`src/rtl/swervolf_sevseg_ctrl.sv`:
```
// Wishbone-mapped N-digit seven-segment scan controller.
// Supports hex-decode and raw segment modes, decimal points, a per-digit mask,
// PWM brightness, blanking between digits, shadow registers that can be held
// until a frame boundary, and a frame-done interrupt.
// Ports:
//   i_clk, i_rst_n       clock, asynchronous active-low reset
//   i_wb_*               Wishbone slave (word index = i_wb_adr[5:2])
//   o_wb_rdt, o_wb_ack   registered read data, single-cycle ack
//   o_irq                frame-done interrupt (level)
//   o_an, o_seg, o_dp    anodes, segments a..g (bit0..6), decimal point; all active low
module swervolf_sevseg_ctrl #(
  parameter int unsigned N_DIGITS    = 8,
  parameter int unsigned REFRESH_DIV = 50000,
  parameter int unsigned BLANK_CYC   = 64,
  parameter int unsigned PWM_BITS    = 4
) (
  input  logic                i_clk,
  input  logic                i_rst_n,
  input  logic [5:0]          i_wb_adr,
  input  logic [31:0]         i_wb_dat,
  input  logic [3:0]          i_wb_sel,
  input  logic                i_wb_we,
  input  logic                i_wb_cyc,
  input  logic                i_wb_stb,
  output logic [31:0]         o_wb_rdt,
  output logic                o_wb_ack,
  output logic                o_irq,
  output logic [N_DIGITS-1:0] o_an,
  output logic [6:0]          o_seg,
  output logic                o_dp
);

  localparam int unsigned PRESC_W = $clog2(REFRESH_DIV);
  localparam int unsigned BR_W    = PWM_BITS + 1;

  localparam logic [BR_W-1:0]    BR_MAX     = BR_W'(1 << PWM_BITS);
  localparam logic [2:0]         LAST_IDX   = 3'(N_DIGITS - 1);
  localparam logic [PRESC_W-1:0] LAST_PRESC = PRESC_W'(REFRESH_DIV - 1);

  localparam logic [3:0] A_CTRL   = 4'd0;
  localparam logic [3:0] A_BRIGHT = 4'd1;
  localparam logic [3:0] A_HEX    = 4'd2;
  localparam logic [3:0] A_DP     = 4'd3;
  localparam logic [3:0] A_RAW_LO = 4'd4;
  localparam logic [3:0] A_RAW_HI = 4'd5;
  localparam logic [3:0] A_STATUS = 4'd6;
  localparam logic [3:0] A_ID     = 4'd7;

  // Byte-lane merge of a write into an existing 32-bit value
  function automatic logic [31:0] merge_bytes(input logic [31:0] old_v,
                                              input logic [31:0] new_v,
                                              input logic [3:0]  sel);
    logic [31:0] res;
    res = old_v;
    for (int b = 0; b < 4; b++) begin
      if (sel[b]) res[8*b +: 8] = new_v[8*b +: 8];
    end
    return res;
  endfunction

  // Hex nibble to segment pattern, lit = 1
  function automatic logic [6:0] hexdec(input logic [3:0] n);
    logic [6:0] s;
    case (n)
      4'h0: s = 7'h3F;  4'h1: s = 7'h06;  4'h2: s = 7'h5B;  4'h3: s = 7'h4F;
      4'h4: s = 7'h66;  4'h5: s = 7'h6D;  4'h6: s = 7'h7D;  4'h7: s = 7'h07;
      4'h8: s = 7'h7F;  4'h9: s = 7'h6F;  4'hA: s = 7'h77;  4'hB: s = 7'h7C;
      4'hC: s = 7'h39;  4'hD: s = 7'h5E;  4'hE: s = 7'h79;  default: s = 7'h71;
    endcase
    return s;
  endfunction

  logic                ctrl_en, ctrl_raw, ctrl_sync, ctrl_irq_en;
  logic [7:0]          mask_s, mask_a;
  logic [BR_W-1:0]     bright_s, bright_a;
  logic [31:0]         hex_s, hex_a;
  logic [7:0]          dp_s, dp_a;
  logic [63:0]         raw_s;
  logic [7:0][6:0]     raw_a;
  logic [PRESC_W-1:0]  presc;
  logic [2:0]          idx;
  logic [7:0]          frame_cnt;
  logic [PWM_BITS-1:0] pwm;

  logic        acc_c, wr_c, slot_end_c, frame_wrap_c, copy_c, irq_clr_c;
  logic        unblank_c, lit_c;
  logic [3:0]  word_c;
  logic [31:0] rd_c, bright_m_c;
  logic [BR_W-1:0]     bright_sat_c;
  logic [N_DIGITS-1:0] an_c;
  logic [6:0]  seg_pat_c;
  logic        unused_c;

  assign acc_c    = i_wb_cyc & i_wb_stb & ~o_wb_ack;
  assign wr_c     = acc_c & i_wb_we;
  assign word_c   = i_wb_adr[5:2];
  assign unused_c = &{1'b0, i_wb_adr[1:0]};

  // Brightness write saturates at full duty
  assign bright_m_c   = merge_bytes(32'(bright_s), i_wb_dat, i_wb_sel);
  assign bright_sat_c = (bright_m_c > 32'(BR_MAX)) ? BR_MAX : bright_m_c[BR_W-1:0];

  assign slot_end_c   = (presc == LAST_PRESC);
  assign frame_wrap_c = ctrl_en & slot_end_c & (idx == LAST_IDX);
  // Shadow copy: every cycle when not synchronised, else only on frame wrap
  assign copy_c       = ctrl_sync ? frame_wrap_c : 1'b1;
  assign irq_clr_c    = wr_c & (word_c == A_STATUS) & i_wb_sel[2] & i_wb_dat[16];

  // Register read mux
  always_comb begin
    rd_c = 32'b0;
    case (word_c)
      A_CTRL:   rd_c = {16'b0, mask_s, 4'b0, ctrl_irq_en, ctrl_sync, ctrl_raw, ctrl_en};
      A_BRIGHT: rd_c = 32'(bright_s);
      A_HEX:    rd_c = hex_s;
      A_DP:     rd_c = {24'b0, dp_s};
      A_RAW_LO: rd_c = raw_s[31:0];
      A_RAW_HI: rd_c = raw_s[63:32];
      A_STATUS: rd_c = {15'b0, o_irq, frame_cnt, 5'b0, idx};
      A_ID:     rd_c = 32'(N_DIGITS);
      default:  rd_c = 32'b0;
    endcase
  end

  // Bus handshake and shadow register writes
  always_ff @(posedge i_clk or negedge i_rst_n) begin
    if (!i_rst_n) begin
      o_wb_ack    <= 1'b0;
      o_wb_rdt    <= 32'b0;
      ctrl_en     <= 1'b0;
      ctrl_raw    <= 1'b0;
      ctrl_sync   <= 1'b0;
      ctrl_irq_en <= 1'b0;
      mask_s      <= 8'hFF;
      bright_s    <= BR_MAX;
      hex_s       <= 32'b0;
      dp_s        <= 8'b0;
      raw_s       <= 64'b0;
    end else begin
      o_wb_ack <= acc_c;
      if (acc_c) o_wb_rdt <= rd_c;
      if (wr_c) begin
        case (word_c)
          A_CTRL: begin
            if (i_wb_sel[0]) {ctrl_irq_en, ctrl_sync, ctrl_raw, ctrl_en} <= i_wb_dat[3:0];
            if (i_wb_sel[1]) mask_s <= i_wb_dat[15:8];
          end
          A_BRIGHT: bright_s <= bright_sat_c;
          A_HEX:    hex_s <= merge_bytes(hex_s, i_wb_dat, i_wb_sel);
          A_DP:     if (i_wb_sel[0]) dp_s <= i_wb_dat[7:0];
          A_RAW_LO: raw_s[31:0]  <= merge_bytes(raw_s[31:0], i_wb_dat, i_wb_sel);
          A_RAW_HI: raw_s[63:32] <= merge_bytes(raw_s[63:32], i_wb_dat, i_wb_sel);
          default: ;
        endcase
      end
    end
  end

  // Active copies used by the scanner
  always_ff @(posedge i_clk or negedge i_rst_n) begin
    if (!i_rst_n) begin
      mask_a   <= 8'hFF;
      bright_a <= BR_MAX;
      hex_a    <= 32'b0;
      dp_a     <= 8'b0;
      raw_a    <= '0;
    end else if (copy_c) begin
      mask_a   <= mask_s;
      bright_a <= bright_s;
      hex_a    <= hex_s;
      dp_a     <= dp_s;
      for (int k = 0; k < 8; k++) raw_a[k] <= raw_s[8*k +: 7];
    end
  end

  // Prescaler, digit index, PWM counter and frame counter
  always_ff @(posedge i_clk or negedge i_rst_n) begin
    if (!i_rst_n) begin
      presc     <= '0;
      idx       <= 3'd0;
      pwm       <= '0;
      frame_cnt <= 8'd0;
    end else begin
      if (!ctrl_en) begin
        presc <= '0;
        idx   <= 3'd0;
        pwm   <= '0;
      end else begin
        presc <= slot_end_c ? '0 : presc + PRESC_W'(1);
        pwm   <= pwm + PWM_BITS'(1);
        if (slot_end_c) idx <= (idx == LAST_IDX) ? 3'd0 : idx + 3'd1;
      end
      if (frame_wrap_c) frame_cnt <= frame_cnt + 8'd1;
    end
  end

  // Frame-done flag; a set in the same cycle as a clear wins
  always_ff @(posedge i_clk or negedge i_rst_n) begin
    if (!i_rst_n)                        o_irq <= 1'b0;
    else if (frame_wrap_c & ctrl_irq_en) o_irq <= 1'b1;
    else if (irq_clr_c)                  o_irq <= 1'b0;
  end

  generate
    if (BLANK_CYC == 0) begin : g_noblank
      assign unblank_c = 1'b1;
    end else begin : g_blank
      assign unblank_c = (presc >= PRESC_W'(BLANK_CYC));
    end
  endgenerate

  assign lit_c = ctrl_en & mask_a[idx] & unblank_c & ({1'b0, pwm} < bright_a);

  // Anode and segment pattern for the current slot
  always_comb begin
    an_c = '1;
    for (int k = 0; k < N_DIGITS; k++) begin
      if (lit_c && (idx == 3'(k))) an_c[k] = 1'b0;
    end
    seg_pat_c = ctrl_raw ? raw_a[idx] : hexdec(hex_a[{idx, 2'b00} +: 4]);
  end

  // Display outputs; dark whenever scanning is disabled
  always_ff @(posedge i_clk or negedge i_rst_n) begin
    if (!i_rst_n) begin
      o_an  <= '1;
      o_seg <= 7'h7F;
      o_dp  <= 1'b1;
    end else if (!ctrl_en) begin
      o_an  <= '1;
      o_seg <= 7'h7F;
      o_dp  <= 1'b1;
    end else begin
      o_an  <= an_c;
      o_seg <= ~seg_pat_c;
      o_dp  <= ~dp_a[idx];
    end
  end

endmodule

```
`config.mk`:
```
export PLATFORM = sky130hd
export DESIGN_NAME = swervolf_sevseg_ctrl
export DESIGN_NICKNAME = d
export VERILOG_FILES = /design/src/rtl/swervolf_sevseg_ctrl.sv
export SDC_FILE = /design/constraint.sdc
export NUM_CORES = 1
export LEC_CHECK = 0
export BUFFER_PORTS_ARGS = -buffer_cell sky130_fd_sc_hd__buf_2
export CAP_MARGIN = 20
export CORE_ASPECT_RATIO = 1.5
export CORE_MARGIN = 8
export CORE_UTILIZATION = 50
export CTS_CLUSTER_SIZE = 10
export DETAILED_ROUTE_END_ITERATION = 10
export HOLD_SLACK_MARGIN = 0.12
export PLACE_DENSITY = 0.68
export SYNTH_ARGS = -nofsm -noshare
export SYNTH_HDL_FRONTEND = slang
export SYNTH_SLANG_ARGS = --single-unit
```
`constraint.sdc`:
```
create_clock -name i_clk -period 3.4 [get_ports i_clk]
set_clock_uncertainty 0.2 [all_clocks]
set_input_delay 0.51 -clock i_clk [delete_from_list [all_inputs] [get_ports i_clk]]
set_output_delay 0.51 -clock i_clk [all_outputs]
set_load 0.02 [all_outputs]
```
==> flow_summary.json <==
{
  "cts_tree": "yes",
  "avgViaCountPerCell": 5.98,
  "clk-insertion-delay-late_ps": 520,
  "power.internal_mw": 6.42,
  "clkSlewWorstSetupHoldPaths_ps": 60,
  "async_reset_ff_frac": 1.00,
  "final-setup-viol-count": 0,
  "placed_cell_area_mm2": 0.0148,
  "worst_ep_required_time_ps": 3590,
  "synth_cells": 997,
  "die_height_um": 219,
  "post_synth_top_flop": "dfrtp_1",
  "post_synth_num_cell_types": 58,
  "routed_wl_um": 35200,
  "layout.core_utilization": 0.594,
  "yosys_warnings": 0,
  "rows": 74,
  "synth-seq-cells": 311,
  "detail_route.drc_violations": 0,
  "grt_use_met1": 0.254,
  "slew_headroom": 0.481,
  "timing.critical_path.from_type": "flop",
  "cts_post_setup_buffers_inserted": 0,
  "yosysTopAreaCell": "dfrtp_1",
  "largest_driver_fanout_on_the_critical_path": 13,
  "grt_use_met3": 0.0301,
  "cts_sinks": 311,
  "num_antenna_cells": 0,
  "grt_setup_unrepaired": "false",
  "worstSetupEndpointType": "flop",
  "finalHoldViolations": 0,
  "final_layout_size_suffix_gt1_frac": 0.399,
  "gpl.final_weighted_congestion": 0.870,
  "postLayoutSetupSlackWorst_ps": 291,
  "post_synth.cell_area_avg_um2": 13.8,
  "postCtsResizedCells": 0,
  "h-tree-depth": 2,
  "rrSetupSlack_ps": 290,
  "port_buffers": 94,
  "final_global_route_overflow_total": 0,
  "cts-buffers-inserted": 37,
  "switchingPower_mw": 2.06,
  "groute.layer.met2.usage": 0.381,
  "worst_case_clock_buffer_depth": 3,
  "max_cap_violations": 0,
  "top_cells_by_count_synth": "dfrtp_1 (277), mux2_2 (218), nand2_1 (64)",
  "path_delay_family": "simple AND/OR/NAND/NOR gates",
  "count_of_flip_flops_with_a_built_in_enable_after_synthesis": 0,
  "synth.yosys.seq_area_share": 0.570,
  "mappedNetlistNets": 1063,
  "finalNonFillerCells": 1496,
  "critical-path-slowest-cell": "or4_4",
  "switching_share": 0.243,
  "synth_top_area_share": 0.505,
  "combinationalPowerShare": 0.091,
  "grt_pass1_wl_um": 55300,
  "top_usage_layer": "met2",
  "dr.first_iter.drc_count": 551,
  "share_clk_of_total_power": 0.416,
  "finish.net_count": 1204,
  "finalHoldWorstSlack_ps": 142,
  "dp.final_hpwl_um": 25100,
  "initial_utilization": 0.506,
  "synthTopCellsByArea": "dfrtp_1 (50%), mux2_2 (18%), dfstp_2 (6.5%)",
  "synth.most_common_cell": "dfrtp_1",
  "cp_num_buf_inv": 1,
  "worstSetupPathType": "flop to flop",
  "cp_slowest_stage_delay_ps": 580,
  "core_area_mm2": 0.0271,
  "layout-area-overhead-vs-synth_pct": 17.4,
  "fillers": 2168,
  "pre_cts_slack_ps": 287,
  "worst_slew_pin_slew_ps": 768,
  "fin_setup_tns_ps": 0,
  "upper_clock_frequency_limit_mhz": 322,
  "clock_tree.root_cell": "clkbuf_16",
  "count_of_vias_placed_by_the_detailed_router": 8943,
  "non_filler_cell_area_final_mm2": 0.0161,
  "report.final.slew_viol_count": 0,
  "pwr-share-seq": 0.493,
  "grt_pass1_vias": 9541,
  "number_of_top_level_design_ports": 97,
  "grt_util_all_layers": 0.219,
  "fp.dieW_um": 151,
  "arrival_ps": 3300,
  "numPlacedInstances": 1413,
  "antenna_found_initial": 0,
  "leakage_nw": 7.61,
  "netlist_area_mm2": 0.0137,
  "minimum_period_implied_by_the_final_worst_setup_slack_ps": 3110,
  "critical_path.cell_chain": "or4_4 -> nor4b_4 -> nand2_2 -> o21ai_4 -> buf_4 -> mux2_2",
  "vdd_ir_max_mv": 0.558,
  "dieArea_mm2": 0.0331,
  "status": "finished clean",
  "pin_count_of_the_biggest_net_entering_global_routing": 88,
  "p_per_area_mw_per_mm2": 527,
  "layout_worst_path_cycle_share": 0.915,
  "total_power_mw": 8.48,
  "final_antenna_net_count": 0,
  "wl_per_cell_um": 23.5,
  "min-delay-path-class": "input port to flop",
  "drt_pass_1_iters": 8
}
## final timing paths
kind / start / to / cells after the start
worst max-delay path: presc[13] / bright_a[2] / 6
worst min-delay path: i_wb_dat[4] / hex_s[4] / 2
worst max register to register: presc[13] / bright_a[2] / 6
worst min register to register: o_wb_rdt[3] / o_wb_rdt[3] / 2
max in group asynchronous: i_rst_n / mask_s[5] / 3
min in group asynchronous: i_rst_n / o_wb_rdt[27] / 2
## area by class of cell
type | instances | area [µm²] | share of cell area
Clock inverter | 2 | 17.5 | 0.00109
Clock buffer | 53 | 1030 | 0.0638
Sequential cell | 311 | 7830 | 0.486
Multi-Input combinational cell | 612 | 5610 | 0.349
Inverter | 19 | 71.3 | 0.00443
Timing Repair Buffer | 157 | 1120 | 0.0697
Tap cell | 342 | 428 | 0.0266
## registers in the layout, summed over array words and instances, names as in the netlist, 16 cells and up
| register | cells |
|---|---|
| hex_a | 32 |
| hex_s | 32 |
| presc | 16 |
| raw_s | 64 |
| o_wb_rdt | 32 |
| raw_a | 56 |
## cell usage in the layout (no fill, tap or decap), types with 4 or more instances in the layout
master,netlist,final
buf_2,3,93
o2bb2ai_1,4,4
nor2b_1,6,6
dlygate4sd3_1,0,28
a221oi_1,4,4
a222oi_1,28,28
clkbuf_1,36,14
o211ai_1,7,7
dfstp_2,34,34
a31oi_1,17,17
nand4_1,11,11
buf_4,9,27
or4_1,8,8
clkbuf_16,0,39
xnor2_1,11,11
mux4_2,26,26
a22o_1,4,4
mux2_1,10,10
mux2i_1,10,10
nor2_1,42,42
ha_1,19,19
and3_1,9,9
nand3_1,12,12
a22oi_1,17,17
o2111ai_1,7,7
buf_12,0,8
nor3_1,4,4
xor2_1,12,12
inv_1,18,18
mux2_2,218,218
o21ai_0,21,21
nand2_1,64,64
and2_1,6,6
dfrtp_1,277,276
## metal layers
layer,share of wire,up-vias
met4,0.055,0
met5,0,-
li1,-,3992
met3,0.043,97
met2,0.52,296
met1,0.38,4558
## kinds of logic after synthesis
logic type               after synthesis  synth area share
AND/OR/NAND/NOR                      181            0.0662
adder cells (fa/ha/maj)               19            0.0173
multiplexers                         264             0.237
flip-flops                           311             0.570
buffers and inverters                 74            0.0241
XOR/XNOR                              23            0.0147
AO/OA/AOI/OAI                        125            0.0707
## power by group through the flow
stage / sequential [mW] / combinational, mW / clock, mW
3_5_place_dp: 4.24 / 0.755 / 0
6_report: 4.18 / 0.774 / 3.53
5_1_grt: 4.21 / 0.842 / 3.74
2_1_floorplan: 4.18 / 0.425 / 0
3_3_place_gp: 4.23 / 0.735 / 0
4_1_cts: 4.18 / 0.783 / 3.61
## worst register-to-register path: cells and delay by family (launching register included)
kind	cells	cell delay (ps)
and+or+nand+nor	3	1180
DFF	1	410
buffers and inverters	1	320
AOI/OAI and AO/OA	1	510
muxes	1	360
## what timing repair did
item | CTS | global route
endpoints found under the hold margin | 154 | 0
hold buffers | 28 | 0
setup endpoints to repair | 0 | 0
(Power assumes the default switching activity.)
